`src/rtl/ad_sched_pkg.sv`:
```
// ad_sched_pkg: shared state encoding and constants for the AD7606 sample scheduler.
package ad_sched_pkg;

   typedef enum logic [2:0] {
      IDLE      = 3'd0,
      TRIG      = 3'd1,
      WAIT_DONE = 3'd2,
      WAIT_TICK = 3'd3,
      DRAIN     = 3'd4
   } sched_state_e;

   // Smallest usable divider: 0 and 1 both give a 2-cycle period.
   localparam int MIN_DIV         = 1;
   localparam int TIMEOUT_CYC_DEF = 1000;

endpackage

```
`src/rtl/ad_sample_sched_if.sv`:
```
// ad_sample_sched_if: command/config, AD7606 controller handshake and status of the scheduler.
// Optional macro AD_SCHED_EXT_TRIG_EN adds the ext_trig input.
//
// Handshake: conv_start is a one-cycle request that is only issued while ad_busy=0;
// the controller later returns exactly one single-cycle ad_valid per accepted request.
// There is no back-pressure on ad_valid; cmd_start/cmd_stop are single-cycle pulses.
interface ad_sample_sched_if #(
   parameter int DIV_W = 24,
   parameter int CNT_W = 16,
   parameter int OVR_W = 8
);
   logic [DIV_W-1:0] cfg_div;
   logic [CNT_W-1:0] cfg_burst;
   logic             cmd_start;
   logic             cmd_stop;
   logic             ad_busy;
   logic             ad_valid;
`ifdef AD_SCHED_EXT_TRIG_EN
   logic             ext_trig;
`endif
   logic             conv_start;
   logic             running;
   logic             done;
   logic [CNT_W-1:0] sample_cnt;
   logic [OVR_W-1:0] overrun_cnt;
   logic             timeout_err;

   modport master (
`ifdef AD_SCHED_EXT_TRIG_EN
      output ext_trig,
`endif
      output cfg_div, cfg_burst, cmd_start, cmd_stop, ad_busy, ad_valid,
      input  conv_start, running, done, sample_cnt, overrun_cnt, timeout_err
   );

   modport slave (
`ifdef AD_SCHED_EXT_TRIG_EN
      input  ext_trig,
`endif
      input  cfg_div, cfg_burst, cmd_start, cmd_stop, ad_busy, ad_valid,
      output conv_start, running, done, sample_cnt, overrun_cnt, timeout_err
   );
endinterface

```
`src/rtl/ad_sched_tick.sv`:
```
// ad_sched_tick: period divider counting 0..max(div_i,1), one-cycle tick at the top value.
module ad_sched_tick
   import ad_sched_pkg::*;
#(
   parameter int DIV_W = 24
) (
   input  logic             clk,
   input  logic             rst,
   input  logic             clr_i,
   input  logic             en_i,
   input  logic [DIV_W-1:0] div_i,
   output logic             tick_o
);
   logic [DIV_W-1:0] cnt_q, cnt_d;
   logic [DIV_W-1:0] lim;

   // Clamp the terminal count so the period is never shorter than 2 cycles.
   always_comb begin
      lim    = (div_i < DIV_W'(MIN_DIV)) ? DIV_W'(MIN_DIV) : div_i;
      tick_o = en_i && (cnt_q == lim);
      cnt_d  = cnt_q;
      if (clr_i)       cnt_d = '0;
      else if (tick_o) cnt_d = '0;
      else if (en_i)   cnt_d = cnt_q + DIV_W'(1);
   end

   // Divider count register.
   always_ff @(posedge clk) begin
      if (rst) cnt_q <= '0;
      else     cnt_q <= cnt_d;
   end
endmodule

```
`src/rtl/ad_sample_sched.sv`:
```
// ad_sample_sched: periodic conversion-start scheduler for the AD7606 control path.
// Optional macro AD_SCHED_EXT_TRIG_EN replaces the internal divider tick with ext_trig rising edges.
module ad_sample_sched
   import ad_sched_pkg::*;
#(
   parameter int DIV_W       = 24,
   parameter int CNT_W       = 16,
   parameter int OVR_W       = 8,
   parameter int TIMEOUT_CYC = TIMEOUT_CYC_DEF
) (
   input  logic             clk,
   input  logic             rst,
   ad_sample_sched_if.slave bus,
   output sched_state_e     state_dbg_o
);
   localparam int WD_W = $clog2(TIMEOUT_CYC + 1);

   sched_state_e     state_q, state_d;
   logic [DIV_W-1:0] div_q, div_d;
   logic [CNT_W-1:0] burst_q, burst_d;
   logic [CNT_W-1:0] cnt_q, cnt_d, cnt_inc;
   logic [OVR_W-1:0] ovr_q, ovr_d;
   logic [WD_W-1:0]  wd_q, wd_d;
   logic             terr_q, terr_d;
   logic             conv_q, conv_d;
   logic             done_q, done_d;
   logic             running, tick, tmo, ovr_sat;

   assign running = (state_q != IDLE);

`ifdef AD_SCHED_EXT_TRIG_EN
   logic trig_d1_q, trig_d2_q;

   // Delay ext_trig twice; a rising edge yields one tick one cycle after it is sampled.
   always_ff @(posedge clk) begin
      if (rst) begin
         trig_d1_q <= 1'b0;
         trig_d2_q <= 1'b0;
      end else begin
         trig_d1_q <= bus.ext_trig;
         trig_d2_q <= trig_d1_q;
      end
   end

   assign tick = running & trig_d1_q & ~trig_d2_q;
`else
   // Divider is held at zero while idle so the period is measured from the start edge.
   ad_sched_tick #(.DIV_W(DIV_W)) u_tick (
      .clk    (clk),
      .rst    (rst),
      .clr_i  (~running),
      .en_i   (running),
      .div_i  (div_q),
      .tick_o (tick)
   );
`endif

   // Next-state, counter and pulse logic of the scheduler FSM.
   always_comb begin
      state_d = state_q;
      div_d   = div_q;
      burst_d = burst_q;
      cnt_d   = cnt_q;
      ovr_d   = ovr_q;
      terr_d  = terr_q;
      wd_d    = '0;
      conv_d  = 1'b0;
      done_d  = 1'b0;
      cnt_inc = cnt_q + CNT_W'(1);
      tmo     = (wd_q == WD_W'(TIMEOUT_CYC - 1));
      ovr_sat = &ovr_q;
      case (state_q)
         IDLE: begin
            if (bus.cmd_start && !bus.cmd_stop) begin
               div_d   = bus.cfg_div;
               burst_d = bus.cfg_burst;
               cnt_d   = '0;
               ovr_d   = '0;
               terr_d  = 1'b0;
               state_d = TRIG;
            end
         end
         TRIG: begin
            if (bus.cmd_stop) begin
               state_d = IDLE;
            end else begin
               if (tick && !ovr_sat) ovr_d = ovr_q + OVR_W'(1);
               if (!bus.ad_busy) begin
                  conv_d  = 1'b1;
                  state_d = WAIT_DONE;
               end
            end
         end
         WAIT_DONE: begin
            wd_d = wd_q + WD_W'(1);
            if (bus.ad_valid) begin
               // A tick coinciding with completion is consumed, not an overrun.
               cnt_d = cnt_inc;
               wd_d  = '0;
               if (bus.cmd_stop) begin
                  state_d = IDLE;
               end else if ((burst_q != '0) && (cnt_inc == burst_q)) begin
                  done_d  = 1'b1;
                  state_d = IDLE;
               end else begin
                  state_d = WAIT_TICK;
               end
            end else begin
               if (tick && !ovr_sat) ovr_d = ovr_q + OVR_W'(1);
               if (tmo) begin
                  terr_d  = 1'b1;
                  wd_d    = '0;
                  state_d = bus.cmd_stop ? IDLE : WAIT_TICK;
               end else if (bus.cmd_stop) begin
                  state_d = DRAIN;
               end
            end
         end
         WAIT_TICK: begin
            if (bus.cmd_stop)  state_d = IDLE;
            else if (tick)     state_d = TRIG;
         end
         DRAIN: begin
            // The watchdog keeps running across the stop: same conversion.
            wd_d = wd_q + WD_W'(1);
            if (bus.ad_valid) begin
               cnt_d   = cnt_inc;
               wd_d    = '0;
               state_d = IDLE;
            end else if (tmo) begin
               terr_d  = 1'b1;
               wd_d    = '0;
               state_d = IDLE;
            end
         end
         default: state_d = IDLE;
      endcase
   end

   // State, latched configuration, counters and registered pulses.
   always_ff @(posedge clk) begin
      if (rst) begin
         state_q <= IDLE;
         div_q   <= '0;
         burst_q <= '0;
         cnt_q   <= '0;
         ovr_q   <= '0;
         wd_q    <= '0;
         terr_q  <= 1'b0;
         conv_q  <= 1'b0;
         done_q  <= 1'b0;
      end else begin
         state_q <= state_d;
         div_q   <= div_d;
         burst_q <= burst_d;
         cnt_q   <= cnt_d;
         ovr_q   <= ovr_d;
         wd_q    <= wd_d;
         terr_q  <= terr_d;
         conv_q  <= conv_d;
         done_q  <= done_d;
      end
   end

   assign bus.conv_start  = conv_q;
   assign bus.running     = running;
   assign bus.done        = done_q;
   assign bus.sample_cnt  = cnt_q;
   assign bus.overrun_cnt = ovr_q;
   assign bus.timeout_err = terr_q;
   assign state_dbg_o     = state_q;
endmodule

```
`src/flat_wrapper.sv`:
```
// flat-port wrapper written by rule: the top's interface ports become plain ports
module ad_sample_sched_flat import ad_sched_pkg::*;
#(
   parameter int DIV_W       = 24,
   parameter int CNT_W       = 16,
   parameter int OVR_W       = 8,
   parameter int TIMEOUT_CYC = TIMEOUT_CYC_DEF
)
  (clk, rst, state_dbg_o, bus_cfg_div, bus_cfg_burst, bus_cmd_start, bus_cmd_stop, bus_ad_busy, bus_ad_valid, bus_conv_start, bus_running, bus_done, bus_sample_cnt, bus_overrun_cnt, bus_timeout_err);
  ad_sample_sched_if #(.DIV_W(DIV_W), .CNT_W(CNT_W), .OVR_W(OVR_W)) bus_i ();
  input  logic clk;
  input  logic rst;
  output sched_state_e state_dbg_o;
  input wire logic [$bits(bus_i.cfg_div)-1:0] bus_cfg_div;
  input wire logic [$bits(bus_i.cfg_burst)-1:0] bus_cfg_burst;
  input wire logic [$bits(bus_i.cmd_start)-1:0] bus_cmd_start;
  input wire logic [$bits(bus_i.cmd_stop)-1:0] bus_cmd_stop;
  input wire logic [$bits(bus_i.ad_busy)-1:0] bus_ad_busy;
  input wire logic [$bits(bus_i.ad_valid)-1:0] bus_ad_valid;
  output wire logic [$bits(bus_i.conv_start)-1:0] bus_conv_start;
  output wire logic [$bits(bus_i.running)-1:0] bus_running;
  output wire logic [$bits(bus_i.done)-1:0] bus_done;
  output wire logic [$bits(bus_i.sample_cnt)-1:0] bus_sample_cnt;
  output wire logic [$bits(bus_i.overrun_cnt)-1:0] bus_overrun_cnt;
  output wire logic [$bits(bus_i.timeout_err)-1:0] bus_timeout_err;
  assign bus_i.cfg_div = bus_cfg_div;
  assign bus_i.cfg_burst = bus_cfg_burst;
  assign bus_i.cmd_start = bus_cmd_start;
  assign bus_i.cmd_stop = bus_cmd_stop;
  assign bus_i.ad_busy = bus_ad_busy;
  assign bus_i.ad_valid = bus_ad_valid;
  assign bus_conv_start = bus_i.conv_start;
  assign bus_running = bus_i.running;
  assign bus_done = bus_i.done;
  assign bus_sample_cnt = bus_i.sample_cnt;
  assign bus_overrun_cnt = bus_i.overrun_cnt;
  assign bus_timeout_err = bus_i.timeout_err;
  ad_sample_sched #(.DIV_W(DIV_W), .CNT_W(CNT_W), .OVR_W(OVR_W), .TIMEOUT_CYC(TIMEOUT_CYC)) u_core (.clk(clk), .rst(rst), .bus(bus_i), .state_dbg_o(state_dbg_o));
endmodule
```
`config.mk`:
```
export PLATFORM = sky130hd
export DESIGN_NAME = ad_sample_sched_flat
export DESIGN_NICKNAME = d
export VERILOG_FILES = /design/src/rtl/ad_sched_pkg.sv /design/src/rtl/ad_sample_sched_if.sv /design/src/rtl/ad_sched_tick.sv /design/src/rtl/ad_sample_sched.sv /design/src/flat_wrapper.sv
export SDC_FILE = /design/constraint.sdc
export NUM_CORES = 1
export LEC_CHECK = 0
export BUFFER_PORTS_ARGS = -buffer_cell sky130_fd_sc_hd__buf_4
export CORE_AREA = 2 2 117 119
export DETAILED_ROUTE_END_ITERATION = 10
export DIE_AREA = 0 0 119 121
export PLACE_DENSITY = 0.58
export SLEW_MARGIN = 25
export SYNTH_ARGS = -nofsm -noshare
export SYNTH_HDL_FRONTEND = slang
export SYNTH_HIERARCHICAL = 1
export SYNTH_SLANG_ARGS = --single-unit
```
`constraint.sdc`:
```
create_clock -name clk -period 2.5 [get_ports clk]
set_clock_uncertainty 0.1 [all_clocks]
set_input_delay 0.375 -clock clk [delete_from_list [all_inputs] [get_ports clk]]
set_output_delay 0.375 -clock clk [all_outputs]
set_load 0.01 [all_outputs]
```
==> summary.md, run 1 <==
| Metric | Value |
|---|---|
| Status | finished clean |
| Port Buffers | 76 |
| Most frequent cells in the layout | buf_4 (136), nand2_1 (108), dfxtp_1 (97) |
| Maximum root-to-sink buffer count | 2 |
| Syn Inst Count | 634 |
| FILL cells | 1234 |
| Crit path depth | 13 |
| Achievable Freq | 407 MHz |
| Hold_buf cts | 0 |
| Final worst path period share | 98.2% |
| Final design instance area without fill | 6760 um2 |
| Worst Path Arrival | 2.60 ns |
| DRC | 0 |
| WL final | 14300 um |
| Commonest non-fill, non-tap cell in the layout | buf_4 |
| Vias in the first global route | 4693 |
| Bufs and invs on worst path | 3 |
| Pwr Total | 3650 uW |
| Crit-path most repeated cell | buf_4 |
| Critical path peak fanout | 3 |
| Sequential area share after synthesis | 40.3% |
| Hpwl dp | 10700 um |
| Syn_nets | 684 |
| Share of cells above drive strength 1 | 24.7% |
| Num CTS Buffers | 9 |
| Synth warnings | 6 |
| Synth Cell Area | 5170 um2 |
| Post-Syn Area per Cell | 8.15 um2 |
| Critical path class | reg -> reg |
| RSZ-0062 raised after global routing | true |
| Hold/Removal Path Class | in -> reg |
| Rel. slew slack | 60.3% |
| H-tree depth | 3 |
| Worst-path cell chain | nor4_4 -> buf_4 -> nand3_4 -> mux2i_4 -> nor4_4 -> buf_4 -> buf_4 -> nand2_2 -> o21ai_2 -> nor3_2 -> a21oi_1 -> o2111a_1 -> a21o_1 |
| Pre-CTS WS | -0.176 ns |
| Post-route setup slack | 0.0451 ns |
| Die width | 119 um |
| Setup-failing EPs final | 0 |
| All-Layer GR Usage | 20.2% |
| Top Usage Layer GRT | met2 |
| Met1 Usage GRT | 24.4% |
| Worst-path clk slew | 0.06 ns |
| DRT Pass-1 Iters | 5 |
| Met3 Use GR | 5.55% |
| Fin. Hold Viols | 0 |
| GR Overflow Total | 0 |
| Via count | 4800 |
| First-pass GRT wire length | 23200 um |
| Setup TNS | 0 ns |
| Final core utilization | 51.7% |
| Distinct cells, synth | 49 |
| Minimum clock period | 2.45 ns |
| CP endpoint kind | flip-flop |
| Drt via density | 5.14 |
| Wire length per cell | 15.4 um |
| Max-cap viol count | 0 |
| Die height | 121 um |
| CTS tree | done |
| Worst-margin pin slew | 0.593 ns |
| Clk sinks | 104 |
| Core area | 13100 um2 |
| Hold path cells | 2 |
| P_leak | 0.00279 uW |
| CP max stage cell | dfxtp_4 |
| Peak supply drop | 0.000342 V |
| Layout Nets | 804 |
| Die Footprint | 14400 um2 |
| CP startpoint kind | flip-flop |
| Pwr dens | 539 nW/um2 |
| Area grow syn2layout | 30.8% |
| Grt met2 use | 34.9% |
| Slew Viols, Final | 0 |
| Antenna fix cells | 0 |
| Antenna-violating nets left | 0 |
| 1st-iter DRT viols | 272 |
| Worst Path Required | 2.64 ns |
| Ports | 77 |
| Clk root buf | clkbuf_16 |
| CP peak stage delay | 0.37 ns |
| FP Rows | 42 |
| Largest net degree at the start of global routing | 43 |
| Depth of the most critical reg-to-reg path | 13 |
| Critical path's top delay family | simple AND/OR/NAND/NOR gates |
| Initial core utilization | 39.5% |
| Total placed instance area | 6260 um2 |
| Antenna violations before repair | 0 |
| Gp weighted congestion | 0.874 |
| Clock Latency Late Sink | 0.35 ns |
| Flops & latches, synth | 104 |
## layer usage
layer | vias up | part of all wire (%)
li1 | 2412 | -
met1 | 2264 | 44
met2 | 108 | 50
met3 | 16 | 4.8
met4 | 0 | 1.4
met5 | - | 0
## cell type report
class                   instances  area (um2)  area share [%]
multi-input cells             491        3070            45.4
flip-flops and latches        104        2100            31.0
repair buffers                136        1020            15.1
clock buffers                  10         239            3.54
well taps                     176         220            3.26
clock inverters                 4        70.1            1.04
inverters                      12        45.0           0.666
## final timing paths
check,start,end,slack [ns]
max,u_core/div_q[13],u_core/state_dbg_o[1],0.05
min,bus_ad_busy,u_core/bus.conv_start,0.13
max reg2reg,u_core/div_q[13],u_core/state_dbg_o[1],0.05
min reg2reg,u_core/wd_q[0],u_core/wd_q[0],0.37
## repair_timing
item,4_1_cts,5_1_grt
pin swaps,7,13
buffers inserted,1,2
cloned,0,0
gates resized for setup,12,23
setup endpoints to repair,7,7
## synthesized netlist by cell type (all sizes together)
cell	n	area, um2
and2	3	18.8
o21a	1	7.51
buf	5	43.8
o311a	1	10.0
o2111a	1	11.3
a211oi	1	12.5
o211a	1	10.0
nand3	25	150
or4	2	15.0
o21bai	1	7.51
a22o	1	8.76
and3	12	77.6
or3	4	25.0
nand2b	6	37.5
a21o	3	22.5
a311oi	2	17.5
nand4	19	155
o32a	1	10.0
xor2	53	464
and3b	2	17.5
nand3b	5	37.5
o21ai	18	90.1
nor3	10	55.1
dfxtp	104	2080
o41ai	1	27.5
nor4	26	199
a31oi	2	12.5
nor2b	1	6.26
ha	4	50.1
inv	12	45.0
nor2	72	270
a21oi	63	315
o2111ai	1	8.76
clkbuf	22	83.8
xnor2	35	307
and4	1	8.76
nand4b	2	17.5
mux2i	2	20.0
nand2	109	409
## stage by stage
stage,hold WS (ns),std cells
floorplan,0.330,634
global placement,0.351,916
detailed placement,0.358,916
CTS,0.0984,931
global route,0.110,933
finish,0.126,933
## sequential cells by signal, summed over array words and instances (netlist names), 3 cells and up
register                flops
u_core/burst_q             16
u_core/bus.overrun_cnt      8
u_core/bus.sample_cnt      16
u_core/div_q               24
u_core/state_dbg_o          3
u_core/u_tick/cnt_q        24
u_core/wd_q                10
## cells by family after synthesis
kind of cell / Yosys count / synth area share, %
buf+inv: 39 / 3.34
fa+ha+maj: 4 / 0.969
mux: 2 / 0.387
compound gates: 98 / 11.1
flops: 104 / 40.3
xor+xnor: 88 / 14.9
simple gates: 299 / 29.0
## report_power, final
group / switching [uW] / leakage, uW / internal, uW
registers: 42.5 / 0.000846 / 1690
logic: 215 / 0.00179 / 201
clock network: 606 / 0.000154 / 890
Note: power is estimated with default switching activity, not from simulation.
==> inputs of run 2 (changes only) <==
--- a/config.mk
+++ b/config.mk
@@ -6,12 +6,11 @@
 export NUM_CORES = 1
 export LEC_CHECK = 0
 export BUFFER_PORTS_ARGS = -buffer_cell sky130_fd_sc_hd__buf_4
-export CORE_AREA = 2 2 117 119
+export CORE_AREA = 2 2 118 120
 export DETAILED_ROUTE_END_ITERATION = 10
-export DIE_AREA = 0 0 119 121
+export DIE_AREA = 0 0 120 122
 export PLACE_DENSITY = 0.58
 export SLEW_MARGIN = 25
 export SYNTH_ARGS = -nofsm -noshare
 export SYNTH_HDL_FRONTEND = slang
-export SYNTH_HIERARCHICAL = 1
 export SYNTH_SLANG_ARGS = --single-unit
==> summary.md, run 2 <==
| Metric | Value |
|---|---|
| Status | finished clean |
| Setup-failing EPs final | 0 |
| Worst Path Required | 2.63 ns |
| Sw Ratio | 29.4% |
| P_int | 3270 uW |
| Seq. cell area | 2090 um2 |
| DRT Pass-1 Iters | 5 |
| Worst flop-to-flop path startpoint | u_core.div_q[7] |
| Pwr dens | 682 nW/um2 |
| Vias in the first global route | 4841 |
| H-tree depth | 3 |
| WL met1 | 6290 um |
| Hpwl dp | 10800 um |
| Synth warnings | 0 |
| CP startpoint kind | flip-flop |
| Critical R2R Capture | u_core.state_dbg_o[0] |
| Die height | 122 um |
| Comb power frac | 23.5% |
| Critical path class | reg -> reg |
| Post-Syn Area per Cell | 7.96 um2 |
| Register share of total power | 40.6% |
| Clk root buf | clkbuf_16 |
| Die width | 120 um |
| Sequential area share after synthesis | 39.7% |
| Top-area cell type share of the netlist area | 39.7% |
| Highest metal layer with signal wires | met4 |
| Pwr Total | 4620 uW |
| Ys flop type | dfxtp_1 |
| Antenna-violating nets left | 0 |
| Worst-margin pin slew | 0.453 ns |
| Hold/Removal Path Class | in -> reg |
| Clock Latency Late Sink | 0.35 ns |
| Setup TNS | 0 ns |
| Minimum clock period | 2.49 ns |
| Syn_nets | 709 |
| Met3 wire len | 617 um |
| Biggest regs | u_core.div_q x24, u_core.u_tick.cnt_q x24 |
| P_leak | 0.00265 uW |
| GR Overflow Total | 0 |
| R2r setup slk | 0.006 ns |
| Flops & latches, synth | 104 |
| Worst Setup EP | u_core.state_dbg_o[0] |
| Antenna violations before repair | 0 |
| 1st-iter DRT viols | 264 |
| Area grow syn2layout | 29.3% |
| Core area | 13500 um2 |
| CP endpoint kind | flip-flop |
| Clock power share | 35.9% |
| Critical path peak fanout | 3 |
| CTS tree | done |
| Port Buffers | 76 |
| All-Layer GR Usage | 20.5% |
| Placed cells | 935 |
| Psw | 1360 uW |
| WL final | 14600 um |
| Depth of the most critical reg-to-reg path | 7 |
| Post-route setup slack | 0.00588 ns |
| Met2 wire len | 7140 um |
| RSZ-0062 raised after global routing | true |
| Worst-path clk slew | 0.07 ns |
| Largest net degree at the start of global routing | 50 |
| Share of cells above drive strength 1 | 23.3% |
| Max-cap viol count | 0 |
| Antenna fix cells | 0 |
| Peak supply drop | 0.000278 V |
| Hold_buf cts | 0 |
| Footprint of the multi-input gates | 3030 um2 |
| Slew Viols, Final | 0 |
| Synth Cell Area | 5240 um2 |
| Drt via density | 5.28 |
| Syn Inst Count | 659 |
| Worst Path Arrival | 2.63 ns |
| Commonest non-fill, non-tap cell in the layout | buf_4 |
| Num CTS Buffers | 9 |
| Count leader, synth | nand2_1 |
| Final worst path period share | 99.8% |
| Fin. Hold Viols | 0 |
| Most frequent cells in the layout | buf_4 (132), nand2_1 (108), dfxtp_1 (95) |
| Area leader, netlist | dfxtp_1 |
| Initial core utilization | 38.8% |
| Layout Nets | 819 |
| Pre-CTS WS | -0.0705 ns |
| Distinct cells, synth | 53 |
| Wire length per cell | 15.3 um |
| Top cells by area, synth | dfxtp_1 (40%), nand2_1 (7.8%), xor2_1 (7.0%), xnor2_1 (6.2%), a21oi_1 (5.9%) |
| DRC | 0 |
| Via count | 5034 |
| Rel. slew slack | 69.5% |
| Worst setup path start | u_core.div_q[7] |
| Top post-synthesis cells by count | nand2_1 (109), dfxtp_1 (104), nor2_1 (77) |
| FP Rows | 43 |
| Achievable Freq | 401 MHz |
| Ports | 77 |
| Die Footprint | 14600 um2 |
| Clk sinks | 104 |
| Number of synthesized flops with an enable pin | 0 |
| Post-synth ARST share | 0% |
| Non-filler cells, final | 954 |
| Maximum root-to-sink buffer count | 2 |
| FILL cells | 1292 |
| First-pass GRT wire length | 23900 um |
| Gp weighted congestion | 0.907 |
-- run 2: final cells by class --
cell class              instances  share of cell area (%)
inverters                      11                   0.609
repair buffers                134                    15.2
well taps                     180                    3.32
clock inverters                 6                    1.68
flip-flops and latches        104                    30.9
clock buffers                  10                    3.53
multi-input cells             509                    44.8
-- run 2: critical path, cell delays in order (launching register included) --
cell	delay, ns
dfxtp_2	0.35
xnor2_2	0.20
nand4_1	0.17
or4_4	0.54
or3_4	0.41
a211oi_4	0.28
mux2i_1	0.25
o21ai_2	0.06
-- run 2: cell families (layout without fill, tap and decap cells) --
kind of cell    Yosys count  in the layout  synth area share, %
buf+inv                  46            161                 3.51
xor+xnor                 79             79                 13.2
fa+ha+maj                 4              4                0.954
mux                       4              4                0.764
compound gates          110            110                 13.2
flops                   104            104                 39.7
simple gates            312            312                 28.7
-- run 2: power by group through the flow --
stage / clock [uW] / combinational (uW) / sequential [uW]
CTS: 1690 / 1070 / 1880
global placement: 0 / 1030 / 1910
detailed placement: 0 / 1040 / 1910
floorplan: 0 / 656 / 1890
global route: 1760 / 1200 / 1890
finish: 1660 / 1090 / 1880
-- run 2: repair_timing --
| item | in CTS | in global routing |
|---|---|---|
| gates resized for setup | 11 | 8 |
| setup buffers | 2 | 1 |
| pin swaps | 9 | 4 |
| setup endpoints to repair | 4 | 6 |
-- run 2: metrics by stage --
stage / instance area, um2 / hold WS, ns / util, %
2_1_floorplan: 5240 / 0.330 / -
3_3_place_gp: 6340 / 0.344 / 46.9
3_5_place_dp: 6340 / 0.360 / 46.9
4_1_cts: 6740 / 0.153 / 49.9
5_1_grt: 6780 / 0.160 / 50.2
6_report: 6780 / 0.159 / 50.2
-- run 2: worst min-delay path by stage --
| stage | from | to | cells past startpoint |
|---|---|---|---|
| 2_1_floorplan | u_core.wd_q[0] | u_core.wd_q[0] | 1 |
| 3_3_place_gp | u_core.wd_q[0] | u_core.wd_q[0] | 1 |
| 3_5_place_dp | u_core.wd_q[0] | u_core.wd_q[0] | 1 |
| 4_1_cts | bus_cfg_div[3] | u_core.div_q[3] | 3 |
| 5_1_grt | bus_cfg_burst[10] | u_core.burst_q[10] | 3 |
| 6_report | bus_cfg_div[16] | u_core.div_q[16] | 3 |
-- run 2: metal layers --
layer | global-route usage [%] | up-vias
li1 | - | 2502
met1 | 24.9 | 2355
met2 | 35.0 | 132
met3 | 3.28 | 45
met4 | 11.0 | 0
met5 | 0 | -
==> inputs of run 3 (changes only) <==
--- a/config.mk
+++ b/config.mk
@@ -5,7 +5,7 @@
 export SDC_FILE = /design/constraint.sdc
 export NUM_CORES = 1
 export LEC_CHECK = 0
-export BUFFER_PORTS_ARGS = -buffer_cell sky130_fd_sc_hd__buf_4
+export BUFFER_PORTS_ARGS = -buffer_cell sky130_fd_sc_hd__buf_2
 export CORE_AREA = 2 2 118 120
 export DETAILED_ROUTE_END_ITERATION = 10
 export DIE_AREA = 0 0 120 122
==> summary.md, run 3 (synthesis gave the netlist of run 2 again) <==
| Metric | Value |
|---|---|
| Largest net degree at the start of global routing | 50 |
| Antenna-violating nets left | 0 |
| Via count | 4912 |
| Most frequent cells in the layout | nand2_1 (108), dfxtp_1 (101), nor2_1 (77) |
| Commonest non-fill, non-tap cell in the layout | nand2_1 |
| P_leak | 0.00252 uW |
| Vias in the first global route | 4731 |
| Achievable Freq | 402 MHz |
| RSZ-0062 raised after global routing | true |
| Final worst path period share | 99.6% |
| GR Overflow Total | 0 |
| Antenna violations before repair | 0 |
| DRC | 0 |
| Die Footprint | 14600 um2 |
| Biggest regs | u_core.div_q x24, u_core.u_tick.cnt_q x24 |
| Met1 Usage GRT | 23.9% |
| Share of cells above drive strength 1 | 20.4% |
| First-pass GRT wire length | 23400 um |
| Clk sinks | 104 |
| Met3 Use GR | 3.79% |
| Hold/Removal Path Class | in -> reg |
| Pwr dens | 683 nW/um2 |
| Clk root buf | clkbuf_16 |
| Port Buffers | 76 |
| 1st-iter DRT viols | 230 |
| Slew Viols, Final | 0 |
| Peak supply drop | 0.000340 V |
| Layout Nets | 805 |
| Worst-margin pin slew | 0.700 ns |
| Die width | 120 um |
| Worst Path Arrival | 2.63 ns |
| Drt via density | 5.23 |
| Status | finished clean |
| CP startpoint kind | flip-flop |
| CP endpoint kind | flip-flop |
| Clock Latency Late Sink | 0.35 ns |
| Fin. Hold Viols | 0 |
| Hpwl dp | 10600 um |
| CTS tree | done |
| Worst Path Required | 2.64 ns |
| Die height | 122 um |
| Hold_buf cts | 0 |
| R2r setup slk | 0.01 ns |
| Antenna fix cells | 0 |
| Max-cap viol count | 0 |
| Critical path class | reg -> reg |
| All-Layer GR Usage | 20.2% |
| Setup TNS | 0 ns |
| Area grow syn2layout | 22.3% |
| Maximum root-to-sink buffer count | 2 |
| Wire length per cell | 15.2 um |
| Setup-failing EPs final | 0 |
| DRT Pass-1 Iters | 4 |
| FP Rows | 43 |
| Pwr Total | 4380 uW |
| Critical path peak fanout | 4 |
| Initial core utilization | 38.8% |
| Ports | 77 |
| Grt met2 use | 35.5% |
| Top Usage Layer GRT | met2 |
| Minimum clock period | 2.49 ns |
| Num CTS Buffers | 9 |
| Core area | 13500 um2 |
| WL final | 14200 um |
| Gp weighted congestion | 0.853 |
| Rel. slew slack | 53.2% |
| Worst-path clk slew | 0.07 ns |
| H-tree depth | 3 |
==> run 3: cell count changes in the layout (fill, tap and decap cells not counted), sizes merged <==
cell	change
bufinv	-1
buf	-14
clkinv	+1
clkinvlp	-1
==> run 3: layer usage <==
layer | vias up | share of wire [%]
met5 | - | 0
met4 | 0 | 2.4
met2 | 105 | 49
met3 | 24 | 4.3
li1 | 2474 | -
met1 | 2309 | 44
==> run 3: final timing paths <==
path,start,endpoint,cells after the start
hold reg to reg,u_core.wd_q[0],u_core.wd_q[0],1
setup / recovery,u_core.div_q[4],u_core.state_dbg_o[0],7
setup reg to reg,u_core.div_q[4],u_core.state_dbg_o[0],7
hold / removal,bus_cfg_burst[9],u_core.burst_q[9],3
==> run 3: where the power goes <==
part	internal (uW)	switching (uW)
sequential	1760	115
clock	874	627
combinational	421	579
total	3060	1320
==> run 3: timing repair <==
| action | 4_1_cts | 5_1_grt |
|---|---|---|
| resized for setup | 3 | 6 |
| setup buffers | 0 | 2 |
| pin swaps | 1 | 3 |
| endpoints found under the setup margin | 3 | 10 |
==> run 3: critical path: stages (launching register included) <==
cell and delay (ns):
dfxtp_2 0.34, nor4_4 0.30, a21oi_1 0.11, or4_4 0.54, or3_4 0.38, a211oi_4 0.29, mux2i_1 0.25, o21ai_2 0.06
==> run 3: metrics by stage <==
| step | hold WS (ns) | util (%) | cell area, um2 | setup slack [ns] | instances |
|---|---|---|---|---|---|
| finish | 0.151 | 47.5 | 6410 | 0.0105 | 939 |
| floorplan | 0.330 | - | 5240 | 0.100 | 659 |
| global route | 0.148 | 47.5 | 6410 | -0.113 | 939 |
| detailed placement | 0.360 | 44.8 | 6050 | -0.0151 | 922 |
| CTS | 0.142 | 47.1 | 6370 | 0.000904 | 937 |
| global placement | 0.348 | 44.8 | 6050 | 0.0451 | 922 |
==> run 3: final cells by class <==
cell class	instances	area, um2
Tap cell	180	225
Inverter	11	41.3
Sequential cell	104	2090
Clock buffer	10	229
Multi-Input combinational cell	509	3020
Clock inverter	5	81.3
Timing Repair Buffer	120	736
Fill cell	1366	7090
